[src/rtl/rf_write_arbiter_pkg.sv]
// Shared widths, register count and the grant encoding used by the write arbiter.
package rf_write_arbiter_pkg;

  localparam int DEF_DATA_W       = 16;
  localparam int DEF_ADDR_W       = 3;
  localparam int NUM_REGS         = 2 ** DEF_ADDR_W;
  localparam int DEF_AUX_DEPTH    = 2;
  localparam int DEF_STARVE_LIMIT = 4;
  localparam int STARVE_W         = $clog2(DEF_STARVE_LIMIT + 1);

  // Who owns the register-file write port in the current cycle.
  typedef enum logic [1:0] {
    GNT_NONE = 2'd0,
    GNT_WB   = 2'd1,
    GNT_AUX  = 2'd2
  } grant_e;

endpackage

[src/rtl/rf_write_arbiter_if.sv]
// Bundle of writeback, auxiliary and register-file write-port signals.
//
// Aux handshake: a result transfers on a cycle where aux_valid && aux_ready.
// aux_ready depends only on the FIFO being non-full, never on aux_valid, and the
// requester must hold aux_addr/aux_data stable while aux_valid is high and
// aux_ready is low. wb_stall = 1 means the writeback request this cycle is
// ignored and must be presented again.
interface rf_write_arbiter_if
  import rf_write_arbiter_pkg::*;
#(
  parameter int DATA_W = DEF_DATA_W,
  parameter int ADDR_W = DEF_ADDR_W
);

  logic                   wb_we;
  logic [ADDR_W-1:0]      wb_addr;
  logic [DATA_W-1:0]      wb_data;
  logic                   aux_valid;
  logic                   aux_ready;
  logic [ADDR_W-1:0]      aux_addr;
  logic [DATA_W-1:0]      aux_data;
  logic                   wb_stall;
  logic                   rf_we;
  logic [ADDR_W-1:0]      rf_addr;
  logic [DATA_W-1:0]      rf_data;
  logic [2**ADDR_W-1:0]   pend_mask;
  // Debug visibility of arbiter state.
  logic [STARVE_W-1:0]    starve_cnt;
  grant_e                 grant;

  modport master (
    output wb_we, wb_addr, wb_data, aux_valid, aux_addr, aux_data,
    input  aux_ready, wb_stall, rf_we, rf_addr, rf_data, pend_mask,
    input  starve_cnt, grant
  );

  modport slave (
    input  wb_we, wb_addr, wb_data, aux_valid, aux_addr, aux_data,
    output aux_ready, wb_stall, rf_we, rf_addr, rf_data, pend_mask,
    output starve_cnt, grant
  );

endinterface

[src/rtl/rf_aux_fifo.sv]
// Small synchronous FIFO holding auxiliary (addr, data) results until granted.
module rf_aux_fifo
  import rf_write_arbiter_pkg::*;
#(
  parameter int DATA_W = DEF_DATA_W,
  parameter int ADDR_W = DEF_ADDR_W,
  parameter int DEPTH  = DEF_AUX_DEPTH
) (
  input  logic              clk,
  input  logic              reset,
  input  logic              push,
  input  logic [ADDR_W-1:0] pushAddr,
  input  logic [DATA_W-1:0] pushData,
  input  logic              pop,
  output logic              full,
  output logic              empty,
  output logic [ADDR_W-1:0] headAddr,
  output logic [DATA_W-1:0] headData
);

  localparam int PW = $clog2(DEPTH);

  logic [ADDR_W-1:0] memAddr [DEPTH];
  logic [DATA_W-1:0] memData [DEPTH];
  // One extra wrap bit distinguishes full from empty when the indices match.
  logic [PW:0]       wrPtr;
  logic [PW:0]       rdPtr;

  assign empty    = (wrPtr == rdPtr);
  assign full     = (wrPtr[PW] != rdPtr[PW]) && (wrPtr[PW-1:0] == rdPtr[PW-1:0]);
  assign headAddr = memAddr[rdPtr[PW-1:0]];
  assign headData = memData[rdPtr[PW-1:0]];

  // Pointer update; reset discards every queued entry.
  always_ff @(posedge clk) begin
    if (reset) begin
      wrPtr <= '0;
      rdPtr <= '0;
    end else begin
      if (push && !full) wrPtr <= wrPtr + 1'b1;
      if (pop && !empty) rdPtr <= rdPtr + 1'b1;
    end
  end

  // Storage write; contents are don't-care until a pointer covers them.
  always_ff @(posedge clk) begin
    if (push && !full) begin
      memAddr[wrPtr[PW-1:0]] <= pushAddr;
      memData[wrPtr[PW-1:0]] <= pushData;
    end
  end

endmodule

[src/rtl/rf_write_arbiter.sv]
// Arbitrates the single register-file write port between writeback and a
// buffered auxiliary requester, with starvation bound and pending scoreboard.
module rf_write_arbiter
  import rf_write_arbiter_pkg::*;
#(
  parameter int DATA_W       = DEF_DATA_W,
  parameter int ADDR_W       = DEF_ADDR_W,
  parameter int AUX_DEPTH    = DEF_AUX_DEPTH,
  parameter int STARVE_LIMIT = DEF_STARVE_LIMIT
) (
  input  logic             clk,
  input  logic             reset,
  rf_write_arbiter_if.slave bus
);

  localparam int NREG  = 2 ** ADDR_W;
  localparam int CNT_W = $clog2(AUX_DEPTH + 1);
  localparam logic [STARVE_W-1:0] LIMIT = STARVE_W'(STARVE_LIMIT);

  logic              fifoFull;
  logic              fifoEmpty;
  logic [ADDR_W-1:0] headAddr;
  logic [DATA_W-1:0] headData;
  logic              push;
  logic              pop;
  logic              forceAux;
  logic              supersede;
  grant_e            grant;
  logic [STARVE_W-1:0] starveCnt;
  logic [CNT_W-1:0]  pendCnt  [NREG];
  logic [CNT_W-1:0]  pendNext [NREG];
  logic [NREG-1:0]   pendMask;

  rf_aux_fifo #(
    .DATA_W (DATA_W),
    .ADDR_W (ADDR_W),
    .DEPTH  (AUX_DEPTH)
  ) u_fifo (
    .clk      (clk),
    .reset    (reset),
    .push     (push),
    .pushAddr (bus.aux_addr),
    .pushData (bus.aux_data),
    .pop      (pop),
    .full     (fifoFull),
    .empty    (fifoEmpty),
    .headAddr (headAddr),
    .headData (headData)
  );

  // No push when full, even if the head pops this cycle.
  assign push = bus.aux_valid && !fifoFull;

  // Grant selection: forced aux, then WB, then aux head, else idle.
  always_comb begin
    grant     = GNT_NONE;
    forceAux  = (starveCnt == LIMIT) && !fifoEmpty;
    if (forceAux)          grant = GNT_AUX;
    else if (bus.wb_we)    grant = GNT_WB;
    else if (!fifoEmpty)   grant = GNT_AUX;
    // A WB write to the head's register makes the older aux data dead.
    supersede = (grant == GNT_WB) && !fifoEmpty && (bus.wb_addr == headAddr);
    pop       = (grant == GNT_AUX) || supersede;
  end

  assign bus.aux_ready  = !fifoFull;
  assign bus.wb_stall   = forceAux;
  assign bus.starve_cnt = starveCnt;
  assign bus.grant      = grant;

  // Starvation counter: counts WB wins while aux waits, saturating at the limit.
  always_ff @(posedge clk) begin
    if (reset)                           starveCnt <= '0;
    else if (fifoEmpty || pop)           starveCnt <= '0;
    else if (grant == GNT_WB && starveCnt != LIMIT) starveCnt <= starveCnt + 1'b1;
  end

  // Registered register-file write port.
  always_ff @(posedge clk) begin
    if (reset) begin
      bus.rf_we   <= 1'b0;
      bus.rf_addr <= '0;
      bus.rf_data <= '0;
    end else begin
      bus.rf_we <= (grant != GNT_NONE);
      case (grant)
        GNT_WB: begin
          bus.rf_addr <= bus.wb_addr;
          bus.rf_data <= bus.wb_data;
        end
        GNT_AUX: begin
          bus.rf_addr <= headAddr;
          bus.rf_data <= headData;
        end
        default: ;
      endcase
    end
  end

  // Next pending count per register: +1 on push, -1 on pop/discard.
  always_comb begin
    for (int r = 0; r < NREG; r++) begin
      pendNext[r] = pendCnt[r];
      if ((push && bus.aux_addr == ADDR_W'(r)) && !(pop && headAddr == ADDR_W'(r)))
        pendNext[r] = pendCnt[r] + 1'b1;
      else if (!(push && bus.aux_addr == ADDR_W'(r)) && (pop && headAddr == ADDR_W'(r)))
        pendNext[r] = pendCnt[r] - 1'b1;
    end
  end

  // Pending counter registers.
  always_ff @(posedge clk) begin
    for (int r = 0; r < NREG; r++) begin
      if (reset) pendCnt[r] <= '0;
      else       pendCnt[r] <= pendNext[r];
    end
  end

  // Decode-visible mask: register has at least one queued aux write.
  always_comb begin
    for (int r = 0; r < NREG; r++) pendMask[r] = (pendCnt[r] != '0);
  end

  assign bus.pend_mask = pendMask;

endmodule

[src/flat_wrapper.sv]
// flat-port wrapper written by rule: the top's interface ports become plain ports
module rf_write_arbiter_flat import rf_write_arbiter_pkg::*;
#(
  parameter int DATA_W       = DEF_DATA_W,
  parameter int ADDR_W       = DEF_ADDR_W,
  parameter int AUX_DEPTH    = DEF_AUX_DEPTH,
  parameter int STARVE_LIMIT = DEF_STARVE_LIMIT
)
  (clk, reset, bus_wb_we, bus_wb_addr, bus_wb_data, bus_aux_valid, bus_aux_addr, bus_aux_data, bus_aux_ready, bus_wb_stall, bus_rf_we, bus_rf_addr, bus_rf_data, bus_pend_mask, bus_starve_cnt, bus_grant);
  rf_write_arbiter_if #(.DATA_W(DATA_W), .ADDR_W(ADDR_W)) bus_i ();
  input  logic clk;
  input  logic reset;
  input wire logic [$bits(bus_i.wb_we)-1:0] bus_wb_we;
  input wire logic [$bits(bus_i.wb_addr)-1:0] bus_wb_addr;
  input wire logic [$bits(bus_i.wb_data)-1:0] bus_wb_data;
  input wire logic [$bits(bus_i.aux_valid)-1:0] bus_aux_valid;
  input wire logic [$bits(bus_i.aux_addr)-1:0] bus_aux_addr;
  input wire logic [$bits(bus_i.aux_data)-1:0] bus_aux_data;
  output wire logic [$bits(bus_i.aux_ready)-1:0] bus_aux_ready;
  output wire logic [$bits(bus_i.wb_stall)-1:0] bus_wb_stall;
  output wire logic [$bits(bus_i.rf_we)-1:0] bus_rf_we;
  output wire logic [$bits(bus_i.rf_addr)-1:0] bus_rf_addr;
  output wire logic [$bits(bus_i.rf_data)-1:0] bus_rf_data;
  output wire logic [$bits(bus_i.pend_mask)-1:0] bus_pend_mask;
  output wire logic [$bits(bus_i.starve_cnt)-1:0] bus_starve_cnt;
  output wire logic [$bits(bus_i.grant)-1:0] bus_grant;
  assign bus_i.wb_we = bus_wb_we;
  assign bus_i.wb_addr = bus_wb_addr;
  assign bus_i.wb_data = bus_wb_data;
  assign bus_i.aux_valid = bus_aux_valid;
  assign bus_i.aux_addr = bus_aux_addr;
  assign bus_i.aux_data = bus_aux_data;
  assign bus_aux_ready = bus_i.aux_ready;
  assign bus_wb_stall = bus_i.wb_stall;
  assign bus_rf_we = bus_i.rf_we;
  assign bus_rf_addr = bus_i.rf_addr;
  assign bus_rf_data = bus_i.rf_data;
  assign bus_pend_mask = bus_i.pend_mask;
  assign bus_starve_cnt = bus_i.starve_cnt;
  assign bus_grant = bus_i.grant;
  rf_write_arbiter #(.DATA_W(DATA_W), .ADDR_W(ADDR_W), .AUX_DEPTH(AUX_DEPTH), .STARVE_LIMIT(STARVE_LIMIT)) u_core (.clk(clk), .reset(reset), .bus(bus_i));
endmodule
[config.mk]
export PLATFORM = sky130hd
export DESIGN_NAME = rf_write_arbiter_flat
export DESIGN_NICKNAME = d
export VERILOG_FILES = /design/src/rtl/rf_write_arbiter_pkg.sv /design/src/rtl/rf_write_arbiter_if.sv /design/src/rtl/rf_aux_fifo.sv /design/src/rtl/rf_write_arbiter.sv /design/src/flat_wrapper.sv
export SDC_FILE = /design/constraint.sdc
export NUM_CORES = 1
export LEC_CHECK = 0
export CAP_MARGIN = 5
export CORE_MARGIN = 5
export CORE_UTILIZATION = 57
export CTS_BUF_LIST = sky130_fd_sc_hd__clkbuf_2
export DETAILED_ROUTE_END_ITERATION = 7
export GPL_ROUTABILITY_DRIVEN = 0
export HOLD_SLACK_MARGIN = 0.15
export PLACE_DENSITY = 0.87
export SYNTH_ARGS = -nofsm -noshare
export SYNTH_HDL_FRONTEND = slang
export SYNTH_SLANG_ARGS = --single-unit
[constraint.sdc]
create_clock -name clk -period 4.17 [get_ports clk]
set_input_delay 0.834 -clock clk [delete_from_list [all_inputs] [get_ports clk]]
set_output_delay 0.834 -clock clk [all_outputs]
set_load 0.05 [all_outputs]
# Word level (Yosys, flattened, before mapping)

Memory sizes are Yosys's and may differ from the RTL's. A register that Yosys moved wholly into a read port is not among the register bits.
Cells that the tools add are included.

Bits in registers: 27
Bits in writable memories: 54
Input port bits: 42
Output and inout bits: 35
Logic and storage cells: 169
Memories: 3

Add/sub/neg operators: 19
Eq/ne operators: 22
Mux-type cells: 38
Bitwise operators: 8
Reduce and logical (&&, ||, !) cells: 73

Memory list:

| name                  | words | bits a word | read ports | clocked after memory_dff | write ports | RTL line               | RTL |
|---|---|---|---|---|---|---|---|
| u_core.u_fifo.memData | 2     | 16          | 1          | 1                        | 1           | rf_aux_fifo.sv:24      | `logic [DATA_W-1:0] memData [DEPTH];` |
| u_core.pendCnt        | 8     | 2           | 8          | 0                        | 8           | rf_write_arbiter.sv:30 | `logic [CNT_W-1:0] pendCnt [NREG];` |
| u_core.u_fifo.memAddr | 2     | 3           | 1          | 1                        | 1           | rf_aux_fifo.sv:23      | `logic [ADDR_W-1:0] memAddr [DEPTH];` |

Operator list:

| kind                | number |
|---|---|
| $mux 2              | 27 |
| $logic_and 1x1->1   | 40 |
| $pmux 16 s2         | 1 |
| $eq 3x3->1 const B  | 9 |
| $add 2x1->2 const B | 10 |
| $reduce_bool 2->1   | 10 |
| $logic_not 1->1     | 18 |
| $sub 2x1->2 const B | 8 |
| $eq 3x2->1 const B  | 4 |
| $mux 1              | 9 |
| $or 1x1->1          | 8 |
| $eq 3x1->1 const B  | 2 |
| $logic_not 3->1     | 2 |
| $pmux 3 s2          | 1 |
| $add 3x1->3 const B | 1 |
| $eq 3x3->1          | 1 |
| $ne 3x3->1 const B  | 1 |
| $eq 2x1->1 const B  | 1 |
| $eq 2x2->1          | 1 |
| $eq 2x2->1 const B  | 1 |
| $logic_or 1x1->1    | 2 |
| $reduce_or 2->1     | 1 |
| $eq 1x1->1          | 1 |
| $ne 1x1->1          | 1 |

# Depth between registers and ports, before layout

Word-level depth: 13
Mapped depth: 16

# Hierarchy

Synthesis repeated with hierarchy kept, for this count alone.

Cell total of the unflattened synthesis: 297
Area, all modules: 3,608.5 µm²

By module, submodules not included:

| module           | instances | cells an instance | area an instance (µm²) | sequential area each (µm²) |
|---|---|---|---|---|
| rf_write_arbiter | 1         | 205               | 1,959.4                | 780.7 |
| rf_aux_fifo      | 1         | 92                | 1,649.1                | 1,241.2 |

# Worst setup path before layout

No wires, ideal clock.

Path kind: register to register
From: reg u_core.starveCnt[0], in the netlist u_core.bus.starve_cnt[0]
To: mem u_core.pendCnt[1][5] in the netlist's numbering
Arrival: 3.900 ns
Data required time: 4.100 ns
Setup slack: 0.200 ns
Stages on the path, launching flop included: 16
Clock period less this slack: 3.970 ns
Cell sequence: dfxtp_1 -> inv_1 -> ha_1 -> nand2_1 -> nor2_1 -> nor2b_1 -> inv_1 -> ha_1 -> clkbuf_1 -> clkbuf_1 -> nand2b_1 -> o31ai_1 -> nand2_1 -> ha_1 -> or3_1 -> a21oi_1

RTL lines:

| element                | RTL line               | RTL |
|---|---|---|
| from (decl)            | rf_write_arbiter.sv:29 | `logic [STARVE_W-1:0] starveCnt;` |
| from (signal assigned) | rf_write_arbiter.sv:75 | `else if (grant == GNT_WB && starveCnt != LIMIT) starveCnt <= starveCnt + 1'b1;` |
| to (decl)              | rf_write_arbiter.sv:30 |  |

# Final worst setup path

From: reg u_core.u_fifo.rdPtr[0]
To: out bus_grant[0]

Longest elaborated chain between the ends: 4

RTL lines:

| element                | RTL line               | RTL |
|---|---|---|
| from (decl)            | rf_aux_fifo.sv:27      | `logic [PW:0] rdPtr;` |
| from (signal assigned) | rf_aux_fifo.sv:41      | `if (pop && !empty) rdPtr <= rdPtr + 1'b1;` |
| $eq 2x2->1             | rf_aux_fifo.sv:29      | `assign empty = (wrPtr == rdPtr);` |
| $logic_not 1->1        | rf_write_arbiter.sv:57 | `forceAux = (starveCnt == LIMIT) && !fifoEmpty;` |
| $logic_and 1x1->1      | rf_write_arbiter.sv:57 |  |
| $mux 2                 | rf_write_arbiter.sv:58 | `if (forceAux) grant = GNT_AUX;` |
| to (decl)              | flat_wrapper.sv:26     | `output wire logic [$bits(bus_i.grant)-1:0] bus_grant;` |

Every way passes these cells.

==> flow_metrics.env <==
export IMPL_outcome="complete, no violations"
export IMPL_via_count=2717
export IMPL_drc=0
export IMPL_dp_cells=481
export IMPL_synth_nets=393
export IMPL_drtIter0Drc=168
export IMPL_post_dp_cell_area_um2=4438
export IMPL_r2r_cells=8
export IMPL_cts_resized=0
export IMPL_grt_pass1_wl_um=12060
export IMPL_switching_share_pct=35.55
export IMPL_clk_pin_slew_ns=0.23
export IMPL_peakVddDrop_v=0.0003248
export IMPL_crit_path_start="u_core.u_fifo.rdPtr[0]"
export IMPL_r2r_end="u_core.pendCnt[1][5]"
export IMPL_fmax_mhz=279.1
export IMPL_tightest_slew_ns=0.7943
export IMPL_synth_top_cell_by_area="edfxtp_1"
export IMPL_clk_path_buf_depth=2
export IMPL_rsz0062_at_grt="false"
export IMPL_cellLeakagePower_nw=1.689
export IMPL_final_max_slew_viol_count=0
export IMPL_worstPathRequired_ns=3.34
export IMPL_die_height_um=89.53
export IMPL_ys_warn_count=0
export IMPL_worstPathBufferInverterCount=1
export IMPL_end_kind="output pin"
export IMPL_area_delta_synth_final_pct=25.79
export IMPL_grt_pass1_vias=2563
export IMPL_yosys_top_cells_count="nor2_1 (57), dfxtp_1 (44), edfxtp_1 (38)"
export IMPL_layout_drive_gt1_share_pct=8.095
export IMPL_synth_edf_count=38
export IMPL_criticalPathCategory="reg -> out"
export IMPL_p_switching_uw=665.3
export IMPL_antennaDiodeCount=0
export IMPL_max_cap_viol_count=0
export IMPL_cts_buffers=9
export IMPL_routed_wl_um=7606
export IMPL_p_int_mw=1.206
export IMPL_cp_depth=5
export IMPL_hold_viol=0
export IMPL_dp_hpwl_um=5443
export IMPL_clock_root_buffer="clkbuf_2"
export IMPL_htree_levels=3
export IMPL_synthTopCellsByArea="edfxtp_1 (32%), dfxtp_1 (24%), nor2_1 (5.9%)"
export IMPL_critPathCapture="bus_grant[0]"
export IMPL_row_count=29
export IMPL_cts_hold_buf=0
export IMPL_instances_no_fill=497
export IMPL_post_route_period_util_pct=85.91
export IMPL_p_seq_share_pct=51.5
export IMPL_port_buffers=76
export IMPL_fp_dieW_um=89.53
export IMPL_antenna_found_initial=0
export IMPL_async_reset_ff_share_pct=0
export IMPL_p_clk_share_pct=19.9
export IMPL_startpoint_type="flip-flop"
export IMPL_cts_tree="yes"
export IMPL_synth_seq_cells=82
export IMPL_path_common_cell="nor2b_1"
export IMPL_avgViaCountPerCell=5.467
export IMPL_finalSetupViolations=0
export IMPL_start_util_pct=57.76
export IMPL_synth_avg_cell_area_um2=10.66
export IMPL_critPathTopFamily="buffers and inverters"
export IMPL_max_slew_margin_pct=46.99
export IMPL_syn_area_um2=3605
export IMPL_worstPathArrival_ns=2.75
export IMPL_track_usage_pct=20.14
export IMPL_cp_slowest_cell="clkdlybuf4s50_1"
export IMPL_period_needed_ns=3.583
export IMPL_wl_per_cell_um=15.30
export IMPL_power_density_nw_per_um2=412.8
export IMPL_ys_types=31
export IMPL_synth_seq_area_share_pct=56.09
export IMPL_gr_total_overflow=0
export IMPL_worstPathMaxFanout=5
export IMPL_fin_area_um2=4534
export IMPL_cts_setup_buffers=0
export IMPL_grt_max_degree=27
export IMPL_clock_latency_ns=0.54
export IMPL_fin_nets=470
export IMPL_io_pins=77
export IMPL_finalSetupTns_ns=0
export IMPL_clkSinkCount=82
export IMPL_first_pass_iters=4
export IMPL_power_frac_comb_pct=28.7
export IMPL_skew_ns=0.03300
export IMPL_hp_class="reg -> reg"
export IMPL_synth_flop_cell="dfxtp_1"
export IMPL_synth_top_cell_area_share_pct=31.66
export IMPL_die_area_um2=8015
export IMPL_synth_most_common_cell="nor2_1"
export IMPL_final_antenna_net_count=0
export IMPL_path_cells="xnor2_1 -> nor2b_1 -> nor2_1 -> nor2b_1 -> clkdlybuf4s50_1"
export IMPL_p_total_mw=1.872
export IMPL_core_area_um2=6241
export IMPL_synthCells=338
export IMPL_cpPeakStageDelay_ns=0.86
export IMPL_regToRegSetupSlack_ns=0.82
-- worst min-delay path by stage --
stage                                     from                   end  slack [ns]  cells after the start
after global routing      u_core.pendCnt[0][3]  u_core.pendCnt[0][3]        0.51                      2
final                     u_core.pendCnt[0][7]  u_core.pendCnt[0][7]        0.50                      2
after CTS                 u_core.pendCnt[0][7]  u_core.pendCnt[0][7]        0.50                      2
after floorplan           u_core.pendCnt[1][3]  u_core.pendCnt[1][3]        0.45                      2
after detailed placement  u_core.pendCnt[0][7]  u_core.pendCnt[0][7]        0.48                      2
after global placement    u_core.pendCnt[0][5]  u_core.pendCnt[0][5]        0.46                      2
-- state kept, by name, summed over array words and instances (netlist names), 2 cells and up, named ones only --
signal / count
u_core.u_fifo.memAddr: 6
u_core.bus.rf_addr: 3
u_core.u_fifo.wrPtr: 2
u_core.pendCnt: 16
u_core.u_fifo.rdPtr: 2
u_core.u_fifo.memData: 32
u_core.bus.rf_data: 16
u_core.bus.starve_cnt: 3
-- logic make-up after synthesis --
logic type	share of synthesized area [%]
flops	56.09
simple gates	14.40
buf+inv	2.534
xor+xnor	6.040
mux	5.831
compound gates	10.59
fa+ha+maj	4.512
-- power groups by stage --
stage,combinational (mW),sequential (mW),clock [mW]
global placement,0.522,0.976,0
global route,0.578,0.971,0.421
detailed placement,0.536,0.980,0
finish,0.536,0.963,0.372
CTS,0.538,0.963,0.381
floorplan,0.267,1.06,0
-- worst min-delay path, cell delays in order (launching register included) --
cell and delay [ns]:
dfxtp_1 0.36, o21ai_0 0.07, a21oi_1 0.06
-- layout by cell type (no fill, tap or decap), types with 9 or more instances in the layout --
cell type / Yosys / final
clkdlybuf4s50_1: 0 / 76
mux2i_1: 16 / 16
nor2_1: 57 / 57
xor2_1: 20 / 20
a21oi_1: 32 / 32
a211oi_1: 19 / 19
or3_1: 10 / 10
dfxtp_1: 44 / 44
o21ai_0: 11 / 11
ha_1: 13 / 13
nand2_1: 19 / 19
edfxtp_1: 38 / 38
clkbuf_2: 0 / 9
-- through the flow --
step | hold WS [ns] | util [%] | setup WS [ns]
2_1_floorplan | 0.4534 | - | 0.1999
3_3_place_gp | 0.4626 | 71.11 | 0.6844
3_5_place_dp | 0.4771 | 71.11 | 0.6078
4_1_cts | 0.5025 | 72.65 | 0.5630
5_1_grt | 0.5144 | 72.65 | 0.3976
6_report | 0.4975 | 72.65 | 0.5874
-- layer usage --
layer	vias up	global-route usage [%]	share of wire [%]
met5	-	0	0
met4	0	7.307	1.5
met3	14	5.161	4.7
met2	78	33.42	52
met1	1275	25.43	42
li1	1350	-	-
-- final cells by class --
cell class	count	area [um2]
multi-input combinational	234	1491
sequential	82	2022
inverter	6	22.52
timing repair buffer	82	805.8
fill	470	1707
clock inverter	7	51.30
clock buffer	9	45.04
tap	77	96.34
Note: power is estimated with default switching activity, not from simulation.
